### src/rtl/uart_byte_rx.sv
// UART byte receiver: 16x oversampling with 2-of-3 majority voting, optional parity,
// break handling and a small first-word-fall-through receive FIFO.
module uart_byte_rx #(
  parameter int CLK_HZ     = 50000000,
  parameter int BAUD       = 115200,
  parameter int PARITY     = 0,
  parameter int FIFO_DEPTH = 4
) (
  input  logic                          clk_clk,
  input  logic                          reset_reset,
  input  logic                          rxd_in,
  output logic [7:0]                    rx_data,
  output logic                          rx_valid,
  input  logic                          rx_ready,
  output logic                          frame_err,
  output logic                          parity_err,
  output logic                          overrun,
  output logic [$clog2(FIFO_DEPTH):0]   fifo_level
);

  localparam int DIV_RAW = (CLK_HZ + BAUD * 8) / (BAUD * 16);
  localparam int DIV     = (DIV_RAW < 1) ? 1 : DIV_RAW;
  localparam int CW      = (DIV > 1) ? $clog2(DIV) : 1;
  localparam int AW      = $clog2(FIFO_DEPTH);
  localparam logic [CW-1:0] DIV_LAST = CW'(DIV - 1);
  localparam logic [AW:0]   FULL_LVL = (AW + 1)'(FIFO_DEPTH);

  typedef enum logic [2:0] {
    ST_IDLE, ST_START, ST_DATA, ST_PAR, ST_STOP, ST_BREAK
  } state_t;

  function automatic logic maj3(input logic a, input logic b, input logic c);
    return (a & b) | (a & c) | (b & c);
  endfunction

  function automatic logic exp_parity(input logic [7:0] d, input int mode);
    if (mode == 1) return ~^d;
    else           return ^d;
  endfunction

  logic          sync1_q, rxd_s_q, prev_q;
  logic [1:0]    vld_q;
  state_t        state_q, state_d;
  logic [CW-1:0] cnt_q, cnt_d;
  logic [3:0]    sc_q, sc_d;
  logic [2:0]    bit_q, bit_d;
  logic [7:0]    shift_q, shift_d;
  logic          s7_q, s7_d, s8_q, s8_d, maj_q, maj_d;
  logic          perr_flag_q, perr_flag_d;
  logic          frame_err_q, frame_err_d, parity_err_q, parity_err_d, overrun_q, overrun_d;
  logic          push_s, pop_s, full_s, tick_s, fall_s;
  logic [7:0]    mem_q [FIFO_DEPTH];
  logic [AW-1:0] wr_ptr_q, rd_ptr_q;
  logic [AW:0]   level_q;

  // Synchroniser; vld_q marks when rxd_s_q holds a genuine line sample so a line
  // already low at reset release cannot look like a falling edge.
  always_ff @(posedge clk_clk or posedge reset_reset) begin
    if (reset_reset) begin
      sync1_q <= 1'b1;
      rxd_s_q <= 1'b1;
      vld_q   <= 2'b00;
      prev_q  <= 1'b0;
    end else begin
      sync1_q <= rxd_in;
      rxd_s_q <= sync1_q;
      vld_q   <= {vld_q[0], 1'b1};
      prev_q  <= vld_q[1] & rxd_s_q;
    end
  end

  assign fall_s = vld_q[1] & prev_q & ~rxd_s_q;
  assign tick_s = (cnt_q == DIV_LAST);
  assign full_s = (level_q == FULL_LVL);
  assign pop_s  = (level_q != '0) && rx_ready;

  // Next-state logic for the receive FSM, sampling and error pulses.
  always_comb begin
    state_d      = state_q;
    cnt_d        = '0;
    sc_d         = sc_q;
    bit_d        = bit_q;
    shift_d      = shift_q;
    s7_d         = s7_q;
    s8_d         = s8_q;
    maj_d        = maj_q;
    perr_flag_d  = perr_flag_q;
    push_s       = 1'b0;
    frame_err_d  = 1'b0;
    parity_err_d = 1'b0;
    overrun_d    = 1'b0;
    if (state_q == ST_IDLE || tick_s) cnt_d = '0;
    else                              cnt_d = cnt_q + CW'(1);
    case (state_q)
      ST_IDLE: begin
        sc_d = 4'd0;
        if (fall_s) begin
          state_d     = ST_START;
          bit_d       = 3'd0;
          perr_flag_d = 1'b0;
        end else begin
          state_d = ST_IDLE;
        end
      end
      ST_START, ST_DATA, ST_PAR, ST_STOP: begin
        if (tick_s) begin
          sc_d = sc_q + 4'd1;
          case (sc_q)
            4'd7:  s7_d  = rxd_s_q;
            4'd8:  s8_d  = rxd_s_q;
            4'd9:  maj_d = maj3(s7_q, s8_q, rxd_s_q);
            4'd15: begin
              case (state_q)
                ST_START: begin
                  if (maj_q) state_d = ST_IDLE;
                  else       state_d = ST_DATA;
                end
                ST_DATA: begin
                  shift_d = {maj_q, shift_q[7:1]};
                  bit_d   = bit_q + 3'd1;
                  if (bit_q == 3'd7) state_d = (PARITY != 0) ? ST_PAR : ST_STOP;
                  else               state_d = ST_DATA;
                end
                ST_PAR: begin
                  perr_flag_d = (maj_q != exp_parity(shift_q, PARITY));
                  state_d     = ST_STOP;
                end
                ST_STOP: begin
                  if (maj_q) begin
                    state_d = ST_IDLE;
                    if (perr_flag_q)           parity_err_d = 1'b1;
                    else if (full_s && !pop_s) overrun_d    = 1'b1;
                    else                       push_s       = 1'b1;
                  end else begin
                    frame_err_d = 1'b1;
                    state_d     = ST_BREAK;
                    sc_d        = 4'd0;
                  end
                end
                default: state_d = ST_IDLE;
              endcase
            end
            default: ;
          endcase
        end else begin
          sc_d = sc_q;
        end
      end
      ST_BREAK: begin
        // Any low sample restarts the one-bit-time high qualification.
        if (!rxd_s_q) begin
          sc_d  = 4'd0;
          cnt_d = '0;
        end else if (tick_s) begin
          if (sc_q == 4'd15) begin
            state_d = ST_IDLE;
            sc_d    = 4'd0;
          end else begin
            sc_d = sc_q + 4'd1;
          end
        end else begin
          sc_d = sc_q;
        end
      end
      default: state_d = ST_IDLE;
    endcase
  end

  // Receive FSM, sampling registers and error pulse registers.
  always_ff @(posedge clk_clk or posedge reset_reset) begin
    if (reset_reset) begin
      state_q      <= ST_IDLE;
      cnt_q        <= '0;
      sc_q         <= 4'd0;
      bit_q        <= 3'd0;
      shift_q      <= 8'h00;
      s7_q         <= 1'b1;
      s8_q         <= 1'b1;
      maj_q        <= 1'b1;
      perr_flag_q  <= 1'b0;
      frame_err_q  <= 1'b0;
      parity_err_q <= 1'b0;
      overrun_q    <= 1'b0;
    end else begin
      state_q      <= state_d;
      cnt_q        <= cnt_d;
      sc_q         <= sc_d;
      bit_q        <= bit_d;
      shift_q      <= shift_d;
      s7_q         <= s7_d;
      s8_q         <= s8_d;
      maj_q        <= maj_d;
      perr_flag_q  <= perr_flag_d;
      frame_err_q  <= frame_err_d;
      parity_err_q <= parity_err_d;
      overrun_q    <= overrun_d;
    end
  end

  // Receive FIFO storage, pointers and occupancy.
  always_ff @(posedge clk_clk or posedge reset_reset) begin
    if (reset_reset) begin
      wr_ptr_q <= '0;
      rd_ptr_q <= '0;
      level_q  <= '0;
      for (int i = 0; i < FIFO_DEPTH; i++) mem_q[i] <= 8'h00;
    end else begin
      if (push_s) begin
        mem_q[wr_ptr_q] <= shift_q;
        wr_ptr_q        <= wr_ptr_q + AW'(1);
      end
      if (pop_s) rd_ptr_q <= rd_ptr_q + AW'(1);
      case ({push_s, pop_s})
        2'b10:   level_q <= level_q + (AW + 1)'(1);
        2'b01:   level_q <= level_q - (AW + 1)'(1);
        default: level_q <= level_q;
      endcase
    end
  end

  assign rx_valid   = (level_q != '0);
  assign rx_data    = rx_valid ? mem_q[rd_ptr_q] : 8'h00;
  assign fifo_level = level_q;
  assign frame_err  = frame_err_q;
  assign parity_err = parity_err_q;
  assign overrun    = overrun_q;

endmodule
### config.mk
export PLATFORM = sky130hd
export DESIGN_NAME = uart_byte_rx
export DESIGN_NICKNAME = d
export VERILOG_FILES = /design/src/rtl/uart_byte_rx.sv
export SDC_FILE = /design/constraint.sdc
export NUM_CORES = 1
export LEC_CHECK = 0
export ABC_AREA = 1
export BUFFER_PORTS_ARGS = -buffer_cell sky130_fd_sc_hd__buf_2
export CORE_ASPECT_RATIO = 0.5
export CORE_UTILIZATION = 66
export DETAILED_ROUTE_END_ITERATION = 10
export GPL_TIMING_DRIVEN = 0
export PLACE_DENSITY = 0.92
export SYNTH_ARGS = -nofsm -noshare
export SYNTH_HDL_FRONTEND = slang
export SYNTH_SLANG_ARGS = --single-unit
### constraint.sdc
create_clock -name clk_clk -period 5.9 [get_ports clk_clk]
set_input_delay 0.295 -clock clk_clk [delete_from_list [all_inputs] [get_ports clk_clk]]
set_output_delay 0.295 -clock clk_clk [all_outputs]
set_load 0.05 [all_outputs]
# After elaboration in Yosys (flattened, before gate mapping)
# Cells that the tools add are included.
# op_classes
n_addsub	7
multipliers	0
n_div	0
magnitude_cmp	3
eq_ne	24
n_shift	0
mux	69
n_bitwise	11
n_reduce_logical	20
# ops
op	n
2-to-1 mux 1 bit	34
2-to-1 mux 3 bit	11
bitwise mux 32 bit	1
2-to-1 mux 8 bit	4
2-to-1 mux 4 bit	7
binary-select mux 8 bit (select 2 bit)	1
demux 8 bit (select 2 bit)	1
!= test 2 bit (second input constant)	8
2-to-1 mux 5 bit	3
AND reduction 5 bit	3
equality test 3 bit (second input constant)	4
equality test 4 bit (second input constant)	3
case mux 3 bit (2 select lines)	2
case mux 3 bit (4 select lines)	1
case mux 4 bit (3 select lines)	1
AND reduction 3 bit	4
case mux 3 bit (3 select lines)	1
parity 8 bit	1
adder 3 x 1 -> 3 bit (second input constant)	2
AND 1 bit	6
equality test 3 x 2 -> 1 bit (second input constant)	2
>= comparator 3 bit (second input constant)	2
inverter 2 -> 3 bit	2
nonzero test 3 bit	2
23 further kinds	28
# word_totals
reg_bits	74
latchBits	0
ram_bits	0
romBits	0
output_inout_bits	15
elab_cells	157
mem_count	0

# Longest topological paths before layout
# Gate-level depths: netlist of run 1.
# depth
ltp_word	13
ltp_mapped	14

# Worst setup path before layout of run 1
# OpenSTA, ideal clock, no wires.
# synth_timing
path_type	reg2out
start	register level_q[2], in the netlist fifo_level[2]
end	output port rx_data[0]
t_arrival_ns	2.178
required_ns	5.605
slack_ns	3.427
path_stages_with_launch	5
n_path_buf	0
cell_sequence	dfrtp_1 -> inv_1 -> nand2_1 -> inv_1 -> a21oi_1
# synth_between
elab_chain_len	2
# synth_lines
item	line_no	rtl
from (decl)	54	logic [AW:0] level_q;
from (signal assigned)	214	2'b10: level_q <= level_q + (AW + 1)'(1);
from (signal assigned)	215	2'b01: level_q <= level_q - (AW + 1)'(1);
from (signal assigned)	216	default: level_q <= level_q;
nonzero test 3 bit	221	assign rx_valid = (level_q != '0);
net rx_valid	13	output logic rx_valid,
2-to-1 mux 8 bit	222	assign rx_data = rx_valid ? mem_q[rd_ptr_q] : 8'h00;
to (decl)	12	output logic [7:0] rx_data,
# The timed path passes the listed nets, and every way through them passes these cells.

# Final worst setup path of run 1
# layout_timing
start	register cnt_q[0]
end	register level_q[1], in the netlist fifo_level[1]
# layout_between
elab_chain_len	5
word_cells_on_any_way	7
cone_classes	eq/ne: 3; mux: 3; reduce/logical: 1
# layout_lines
item	line_no	rtl
from (decl)	44	logic [CW-1:0] cnt_q, cnt_d;
from (signal assigned)	186	cnt_q <= cnt_d;
equality test 5 bit *	73	assign tick_s = (cnt_q == DIV_LAST);
2-to-1 mux 1 bit *	106	if (tick_s) begin
2-to-1 mux 1 bit *	94	case (state_q)
equality test 2 x 1 -> 1 bit / equality test 2 bit (equally long branches)	213	case ({push_s, pop_s})
case mux 3 bit (2 select lines) / nonzero test 2 bit (equally long branches)	--	
# Mark *: on every way between the ends. The rest lies on a longest branch, timed or not.
# A chain may end at the register's enable or synchronous reset.

==> results.md, run 1 <==
* Num CTS Buffers at 9
* Number of port buffers at 18
* Layout cells sized above 1 at 13.9%
* Most used flip-flop cell after synthesis: dfrtp_1
* Die width at 111 um
* Layout filler cell count at around 390
* Worst r2r src: cnt_q[0]
* Via density at 5.80
* Clock Skews at 0.00886 ns
* Clock transition at path regs at about 0.050 ns
* Worst Tran Pin Value at approximately 0.9 ns
* Die area at 6320 um2
* Detailed router's first-iteration violation count at 270
* FF/Latch Area at 1860 um2
* Commonest cells in the netlist: nand2_1, dfrtp_1, nor2_1
* GRT overflow at 0
* Syn_area_per_cell at roughly 7.9 um2
* Reg2Reg Depth at 12
* Setup TNS at 0 ns
* Area share of the largest cell type after synthesis at 43.7%
* Critical Path End Type: register
* End of the worst register-to-register path: fifo_level[1]
* Asr flop ratio synth at 100%
* Final hold violations at 0
* Row cnt at 19
* Final period util at 46.2%
* Syn_nets at between 500 and 600
* CTS resizes at 0
* Top cells by area, synth: dfrtp_1, nand2_1, nand4_1
* Warnings, synthesis at 0
* Final setup fails at 0
* Hold Crit Class: in -> reg
* CP Class: reg -> reg
* GRT Util Overall at 32.7%
* Post-synthesis cell count at 498
* Clock Path Buffers at 2
* Largest net degree at the start of global routing at 75
* Final wirelength at 9150 um
* Tmin final at 2.73 ns
* Vias in the first global route at ~3300
* Drt wl/cell at 15.1 um
* #FFs+latches synth at 74
* Root buf cell: clkbuf_16
* Pwr Density at between 400 and 500 nW/um2
* Cell accounting for the most synthesized area: dfrtp_1
* Clock sink count at 74
* Worst setup startpoint: cnt_q[0]
* Final GP Congestion at 0.869
* ANT nets after route at 0
* RSZ-0062 raised after global routing: no
* Number of I/O pins at 19
* CTS tree: yes
* Area of the multi-input gates at 1810 um2
* Hold path start: rxd_in
* Nets at between 500 and 600
* Initial core utilization at 70.2%
* Max_cap viols at 0
* Worst-path maximum fanout at 10
* Fmax achieved at 0.367 GHz
* Most numerous cell in the Yosys netlist: nand2_1
* # DRC at 2
* Syn-to-layout area delta at 12.4%
* Worst EP arrival at 2.98 ns
* Clock Latency Late Sink at 0.34 ns
* Headroom to the max-slew limit at 40.8%
* Initial antenna violation count at 0
* N_diodes at 0
* Number of synthesized flops with an enable pin at 0
* First-pass GRT wire length at about 15000 um
* Detailed-route via count at around 3500
* Sequential fraction of the synthesis area at between 40% and 50%
* Status: complete, but fails checks
* Area of the core at 5630 um2
* Core Util, Final at 78.9%
* Post-DP HPWL at 6030 um
* Startpoint types: register
* Worst EP required at 6.15 ns
* Die Span Y at 56.7 um
* Count of cell types in the netlist at 36
* Synthesized area at slightly below 4000 um2
* Final Max Slew Viols at 0
* Hold Path Stages at 1
* Leakage power at 2.33 nW
* DR pass1 iterations at 10
* Max H-tree Level at 3
* Peak supply drop at 371 uV
* Hold-fix buffers, CTS at 0
* WHS Endpoint: sync1_q
* Post-CTS Setup Inserts at 0
* R2r setup slk at 3.17 ns
* Failing checks: DRC
cell type report:
class	instances	area share [%]
clock buffer	12	5.77
buffer	22	2.84
multi-input combinational	360	40.8
inverter	42	3.60
clock inverter	4	1.13
timing repair buffer	18	2.03
tap	73	2.06
sequential	74	41.8
power by group:
part	total [mW]	switching, mW	internal, mW
sequential	0.586	0.0383	0.547
combinational	0.675	0.499	0.176
clock	0.554	0.205	0.349
metal layers:
| layer | track usage, % | up-vias | wire, um |
|---|---|---|---|
| li1 | - | 1686 | - |
| met1 | 41.8 | 1643 | 3860 |
| met2 | 52.1 | 157 | 4440 |
| met3 | 11.6 | 26 | 675 |
| met4 | 11.8 | 0 | 176 |
| met5 | 0 | - | 0 |
layout by cell type (no fill, tap or decap), drive strengths merged, types with 2 or more instances in the layout:
cell	synthesis	final
buf	18	36
nand3b	2	2
nand4	41	41
a21oi	10	10
clkbuf	4	16
ha	12	12
xor2	4	4
nand3	25	25
xnor2	3	3
clkinvlp	0	2
dfrtp	69	69
o21ai	34	34
nor3	3	3
inv	42	42
nor2	57	57
nand2	159	159
dfstp	5	5
stage by stage:
stage	power (mW)	setup slack (ns)	area (um2)	instances	hold WS, ns
after floorplan	1.11	3.43	3950	498	0.299
after global placement	1.24	2.93	4140	589	0.332
after detailed placement	1.26	3.22	4140	589	0.346
after CTS	1.82	3.18	4440	605	0.0451
after global routing	1.92	3.03	4440	605	0.0445
final	1.82	3.17	4440	605	0.0512
worst max-delay path, cell delays in order (launching register included):
cell and delay (ns):
dfrtp_1 0.40, inv_1 0.07, ha_1 0.16, nand2_1 0.09, nor2_4 0.26, buf_2 0.30
nand3_1 0.17, nor3_1 0.20, nand2_1 0.08, ha_1 0.19, inv_1 0.09, fa_1 0.42
o21ai_0 0.20
registers in the layout, summed over array words and instances, names as in the netlist, 2 cells and up:
register,flops
mem_q,32
shift_q,8
cnt_q,5
sc_q,4
bit_q,3
fifo_level,3
state_q,3
rd_ptr_q,2
vld_q,2
wr_ptr_q,2
how the worst max path moves through the flow:
| stage | end | slack, ns | depth (start not counted) |
|---|---|---|---|
| global placement | mem_q[11] | 2.93 | 2 |
| CTS | fifo_level[1] | 3.18 | 12 |
| floorplan | rx_data[0] | 3.43 | 4 |
| detailed placement | fifo_level[1] | 3.22 | 12 |
| global route | fifo_level[1] | 3.03 | 12 |
| finish | fifo_level[1] | 3.17 | 12 |
kinds of logic (layout without fill, tap and decap cells):
| group | count (synthesis) | count (layout) | share of synthesized area (%) |
|---|---|---|---|
| and+or+nand+nor | 289 | 289 | 33.0 |
| AOI/OAI and AO/OA | 49 | 49 | 6.65 |
| adders and majority gates | 14 | 14 | 4.56 |
| DFF | 74 | 74 | 47.0 |
| buffers and inverters | 64 | 98 | 7.18 |
| xor gates and xnor gates | 7 | 7 | 1.55 |
| other | 1 | 1 | 0.0948 |
Note: power is estimated with default switching activity, not from simulation.
==> run 2: changes to the inputs <==
CORE_UTILIZATION = 55   (was 66)
PLACE_DENSITY = 0.82   (was 0.92)
clock period = 2.5 ns   (was 5.9 ns; I/O delays follow)
==> run 2 against run 1 <==
Effect of this change: the run now ends clean; setup slack worse by 3.0 ns; sequential share of layout area is 0.71 points lower; global-route usage is 6.0 points lower; non-clock buffer count is 5 higher; combinational power is 140% higher; via count hardly changed; first-iteration DRC count is 1.9% higher; design area is 1.9% higher; fmax is 17% higher; clock-buffer cell count is 1 lower; critical path type unchanged; critical endpoint unchanged.
==> results.md, run 2 (same netlist as run 1, synthesis figures left out) <==
* Detailed-route via count at 3513 (+0.028%)
* CP Class: reg -> reg
* Final wirelength at 8940 um (-2.3%)
* Post-placement worst setup slack at -0.159 ns (-3.38 ns)
* NetSw at 1.77 mW (+140%)
* ANT nets after route at 0 (unchanged)
* Final hold violations at 0 (unchanged)
* Tmin final at 2.33 ns (-0.397 ns)
* Post-DP HPWL at 6140 um (+1.9%)
* Hold path start: rx_ready
* Post-route cell area at 4530 um2 (+1.9%)
* Core Util, Final at 66.5% (-12 points)
* Sw frac at 41.5% (+0.55 points)
* Peak supply drop at 598 uV (+61%)
* Worst r2r src: sc_q[1]
* Startpoint types: register
* Most frequent cells in the layout: nand2_1, dfrtp_1, nor2_1
* Drt wl/cell at 14.2 um (-6.1%)
* Number of I/O pins at 19 (unchanged)
* Placed insts at 609 (+3.4%)
* Peak per-stage delay on the critical path at 0.44 ns (+0.02 ns)
* Initial core utilization at 58.1% (-12 points)
* Clock Path Buffers at 2 (unchanged)
* Met1 WL at 3980 um (+3.2%)
* Crit-path cells: ha_1 > nand2_2 > nor2_2 > buf_4 > nand3_2 > nor3_2 > nand2_1 > ha_1 > inv_1 > fa_1 > o21ai_2
* Vias in the first global route at 3263 (-1.6%)
* Syn-to-layout area delta at 14.5%
* Fmax achieved at 0.430 GHz (+17%)
* DR pass1 iterations at 5 (-5)
* Regs by FF count: mem_q x32, shift_q x8, cnt_q x5
* Die width at 122 um (+9.4%)
* Clock sink count at 74 (unchanged)
* Top Layer Used: met4
* DP Area at 4180 um2 (+1.1%)
* Hold_ws at 0.106 ns (+0.0548 ns)
* Crit path top cell by count: ha_1
* Status: complete, no violations
* Slowest-stage cell, CP: fa_1
* Hold Crit Class: in -> reg
* Worst EP required at 2.76 ns (-3.39 ns)
* Max_cap viols at 0 (unchanged)
* End of the worst register-to-register path: fifo_level[1]
* Clock transition at path regs at 0.05 ns (about the same)
* N_diodes at 0 (unchanged)
* # DRC at 0 (-2)
* Final setup fails at 0 (unchanged)
* First-pass GRT wire length at 15000 um (-2.9%)
* GRT overflow at 0 (unchanged)
* Clock Latency Late Sink at 0.34 ns (about the same)
* GRT Util Overall at 26.7% (-6.0 points)
* Pwr Density at 943 nW/um2 (+130%)
* Initial antenna violation count at 0 (unchanged)
* Nets at 549 (+0.92%)
* Root buf cell: clkbuf_16
* Most common cell after layout, fill and taps aside: nand2_1
* Number of port buffers at 18 (unchanged)
* P_int at 2.50 mW (+130%)
* Worst EP arrival at 2.59 ns (-0.39 ns)
* Die Span Y at 62.0 um (+9.2%)
* Layout cells sized above 1 at 15.1% (+1.2 points)
* Worst-path maximum fanout at 10 (unchanged)
* Row cnt at 21 (+2)
* Sequential share of power at 32.3% (about the same)
* Largest net degree at the start of global routing at 39 (-48%)
* Number of flip-flops in the largest register at 32 (unchanged)
* Share of total power in combinational logic at 38.4% (+1.2 points)
* Non-filler cells, final at 629 (+4.0%)
* CTS tree: yes
* R2r setup slk at 0.17 ns (-3.00 ns)
* Detailed router's first-iteration violation count at 275 (+1.9%)
* Max H-tree Level at 3 (unchanged)
* Critical Path End Type: register
* RSZ-0062 raised after global routing: no
* Met2 WL at 4170 um (-6.1%)
* Num CTS Buffers at 9 (unchanged)
* Worst setup margin at 0.172 ns (-3.00 ns)
* Clock Skews at 0.00665 ns (-0.00221 ns)
* Hold Path Stages at 4 (+3)
* Reg2Reg Depth at 11 (-1)
* Clock network fraction of design power at 29.3% (-1.2 points)
* Die area at 7550 um2 (+19%)
* Final GP Congestion at 0.831 (-4.5%)
* Area of the core at 6810 um2 (+21%)
* Met3 wire len at 622 um (-7.9%)
* Via density at 5.59 (-3.8%)
* Final Max Slew Viols at 0 (unchanged)
* Leakage power at 2.35 nW (+0.79%)
* Biggest register: mem_q
* WHS Endpoint: overrun
* Final period util at 93.1% (+47 points)
[run 2: how the worst max path moves through the flow]
stage | from | endpoint | slack [ns] | cells after the start
floorplan | fifo_level[2] | fifo_level[2] | 0.08 | 10
global placement | reset_reset | mem_q[3] | -0.42 | 2
detailed placement | cnt_q[0] | fifo_level[1] | -0.16 | 12
CTS | sc_q[1] | fifo_level[1] | 0.004 | 11
global route | state_q[0] | fifo_level[2] | 0.01 | 12
finish | sc_q[1] | fifo_level[1] | 0.17 | 11
[run 2: layout make-up]
cell class / count / area [um2]
Fill cell: 548 / 2280
Sequential cell: 74 / 1860
Multi-Input combinational cell: 360 / 1830
Clock buffer: 11 / 233
Inverter: 42 / 160
Timing Repair Buffer: 23 / 145
Buffer: 22 / 133
Tap cell: 92 / 115
Clock inverter: 5 / 55.1
[run 2: worst max-delay path: cells and delay by family (launching register included)]
kind	cells	cell delay, ns
adders and majority gates	3	0.84
DFF	1	0.41
and+or+nand+nor	5	0.55
AOI/OAI and AO/OA	1	0.14
buffers and inverters	2	0.29
[run 2: power groups by stage]
stage / Clock, mW / Combinational, mW / Sequential, mW
6_report: 1.25 / 1.64 / 1.38
3_5_place_dp: 0 / 1.59 / 1.40
2_1_floorplan: 0 / 1.16 / 1.47
4_1_cts: 1.28 / 1.63 / 1.37
3_3_place_gp: 0 / 1.56 / 1.39
5_1_grt: 1.33 / 1.80 / 1.39
[run 2: through the flow]
step	TNS (ns)	power [mW]
4_1_cts	0	4.28
3_5_place_dp	-0.206	2.99
2_1_floorplan	0	2.63
3_3_place_gp	-28.90	2.95
5_1_grt	0	4.52
6_report	0	4.27
[run 2: routing by layer]
layer	GRT usage, %	vias to the layer above
li1	-	1694
met1	32.2	1672
met2	46.0	127
met3	8.85	20
met4	9.52	0
met5	0	-
[run 2: repair_timing]
item                                    CTS  global route
endpoints found under the setup margin    2             2
gates resized for setup                   1             7
hold buffers                              2             0
setup buffers                             2             0
endpoints found under the hold margin    32             0
pin swaps                                 1             1
==> run 3: changes to the inputs <==
CORE_MARGIN = 1.5   (was unset)
SKIP_LAST_GASP = 1   (was unset)
==> run 3 against run 2 <==
Effect of this change: the run now ends with hold timing left; non-clock buffer count unchanged; sequential share of layout area down 0.22 points; sequential power about the same; clock power up 9.6%; combinational power about the same; setup slack worse by 0.038 ns; wire length down 1.7%; critical endpoint unchanged; die area up 2.4%; flip-flop and latch count unchanged; first-iteration DRC count up 40%; hold slack worse by 0.12 ns; utilization up 0.40 points.
==> results.md, run 3 (same netlist as run 1, synthesis figures left out) <==
* Row cnt at 21 (unchanged)
* Largest net degree at the start of global routing at 75 (+92%)
* Nets at 549 (unchanged)
* Worst-path maximum fanout at 10 (unchanged)
* Worst EP required at 2.75 ns (about the same)
* Worst EP arrival at 2.62 ns (+0.03 ns)
* Regs by FF count: mem_q x32, shift_q x8, cnt_q x5
* Layout filler cell count at 507 (-7.5%)
* Peak supply drop at 475 uV (-21%)
* Clock network fraction of design power at 31.3% (+2.0 points)
* Initial core utilization at 58.1% (unchanged)
* Die area at 7740 um2 (+2.4%)
* Crit path top cell by count: ha_1
* Via density at 5.49 (-1.8%)
* Final period util at 94.6% (+1.5 points)
* Tot Pwr at 4.37 mW (+2.4%)
* Syn-to-layout area delta at 15.2%
* Root buf cell: clkbuf_16
* Die Span Y at 63.0 um (+1.6%)
* Post-DP HPWL at 5990 um (-2.5%)
* Number of flip-flops in the largest register at 32 (unchanged)
* Critical Path End Type: register
* Final hold violations at 34 (+34)
* Crit path max-delay family: adder cells
* Post-placement worst setup slack at -0.170 ns (-0.0109 ns)
* Tmin final at 2.37 ns (+0.0380 ns)
* Sw frac at 40.0% (-1.5 points)
* Slowest-stage cell, CP: fa_1
* Status: complete, but fails checks
* Die width at 123 um (+0.82%)
* Hold_ws at -0.0177 ns (-0.124 ns)
* NetSw at 1.75 mW (-1.2%)
* Vias in the first global route at 3280 (+0.52%)
* Most common cell after layout, fill and taps aside: nand2_1
* Peak per-stage delay on the critical path at 0.42 ns (-0.02 ns)
* Detailed-route via count at 3451 (-1.8%)
* Initial antenna violation count at 0 (unchanged)
* FF/Latch Area at 1860 um2 (about the same)
* # DRC at 0 (unchanged)
* Biggest register: mem_q
* Final GP Congestion at 0.855 (+2.9%)
* Clock transition at path regs at 0.05 ns (about the same)
* Clock sink count at 74 (unchanged)
* Final setup fails at 0 (unchanged)
* Number of port buffers at 18 (unchanged)
* R2r setup slk at 0.13 ns (-0.04 ns)
* Area of the multi-input gates at 1830 um2 (+0.21%)
* Detailed router's first-iteration violation count at 384 (+40%)
* N_diodes at 0 (unchanged)
* Max_cap viols at 0 (unchanged)
* Clock Latency Late Sink at 0.34 ns (about the same)
* Clock Skews at 0.00587 ns (-0.000779 ns)
* CTS tree: yes
* Failing checks: hold timing
* Layout cells sized above 1 at 15.3% (+0.19 points)
* Max H-tree Level at 3 (unchanged)
* ANT nets after route at 0 (unchanged)
* CP Class: reg -> reg
* GRT overflow at 0 (unchanged)
* Final Max Slew Viols at 0 (unchanged)
* GRT Util Overall at 25.5% (-1.2 points)
* Clock Path Buffers at 2 (unchanged)
* Headroom to the max-slew limit at 41.4%
* Worst Tran Pin Value at 0.880 ns
* P_int at 2.62 mW (+5.0%)
* Fmax achieved at 0.423 GHz (-1.6%)
* Num CTS Buffers at 9 (unchanged)
* Number of I/O pins at 19 (unchanged)
* Final wirelength at 8790 um (-1.7%)
* Most frequent cells in the layout: nand2_1, dfrtp_1, nor2_1
* Share of total power in combinational logic at 37.0% (-1.4 points)
* First-pass GRT wire length at 15200 um (+1.5%)
* Pwr Density at 961 nW/um2 (+1.8%)
* Crit-path cells: ha_1 > nand2_2 > nor2_2 > buf_6 > nand3_2 > nor3_2 > nand2_1 > ha_1 > inv_1 > fa_1 > o21ai_0
* Startpoint types: register
* Leakage power at 2.36 nW (+0.39%)
* CP bufs+invs at 2 (unchanged)
* Sequential share of power at 31.7% (-0.6 points)
* Hold Crit Class: in -> async
* Worst setup margin at 0.134 ns (-0.0380 ns)
* Drt wl/cell at 14.0 um (-1.7%)
* DR pass1 iterations at 5 (unchanged)
* Area of the core at 6810 um2 (unchanged)
## run 3: cell types whose count changed in the layout (fill, tap and decap cells not counted), sizes merged
cell / before / now
clkinv: 2 / 0
buf: 39 / 40
bufinv: 1 / 2
clkbuf: 15 / 16
dlygate4sd3: 2 / 1
## run 3: per-stage QoR
step | hold WS [ns] | area (um2) | cells | util, % | setup TNS (ns)
3_5_place_dp | 0.236 | 4160 | 608 | 61.2 | -0.262
6_report | -0.0177 | 4550 | 629 | 66.9 | 0
4_1_cts | 0.0129 | 4500 | 626 | 66.2 | 0
2_1_floorplan | 0.129 | 3950 | 498 | - | 0
5_1_grt | 0.0702 | 4550 | 629 | 66.9 | -0.0361
3_3_place_gp | 0.233 | 4160 | 608 | 61.1 | -24.26
## run 3: worst register-to-register path, cell delays in order (launching register included)
cell     delay (ns)
dfrtp_2        0.40
ha_1           0.20
nand2_2        0.08
nor2_2         0.15
buf_6          0.18
nand3_2        0.11
nor3_2         0.20
nand2_1        0.08
ha_1           0.20
inv_1          0.09
fa_1           0.42
o21ai_0        0.18
## run 3: cell type report
class / count / area share, %
well taps: 92 / 2.53
repair buffers: 23 / 2.86
flip-flops and latches: 74 / 40.9
clock buffers: 12 / 5.41
inverters: 42 / 3.52
multi-input cells: 360 / 40.2
plain buffers: 22 / 2.99
clock inverters: 4 / 1.65
## run 3: routing by layer
metal  up-vias  share of wire [%]  track usage (%)
li1       1698                  -                -
met1      1628                 44             33.0
met2       111                 48             41.5
met3        14                5.7             6.48
met4         0                1.8             9.16
met5         -                  0                0
## run 3: path summary, 6_finish.rpt
| kind | start | endpoint | cells after the start |
|---|---|---|---|
| setup / recovery | sc_q[0] | fifo_level[1] | 11 |
| hold / removal | reset_reset | fifo_level[0] | 2 |
| setup reg to reg | sc_q[0] | fifo_level[1] | 11 |
| hold reg to reg | vld_q[0] | vld_q[1] | 0 |
| max in group asynchronous | reset_reset | sc_q[0] | 2 |
| min in group clk_clk | rx_ready | overrun | 4 |
## run 3: what timing repair did
item | in CTS | in global routing
hold buffers | 1 | 0
endpoints found under the hold margin | 1 | 0
setup endpoints to repair | 2 | 2
gates resized for setup | 1 | 8
pin swaps | 1 | 1
setup buffers | 1 | 3
## run 3: power groups by stage
stage	registers (mW)	clock network (mW)	logic [mW]
CTS	1.38	1.39	1.60
global route	1.40	1.44	1.80
global placement	1.39	0	1.56
floorplan	1.47	0	1.16
detailed placement	1.40	0	1.58
finish	1.39	1.37	1.62
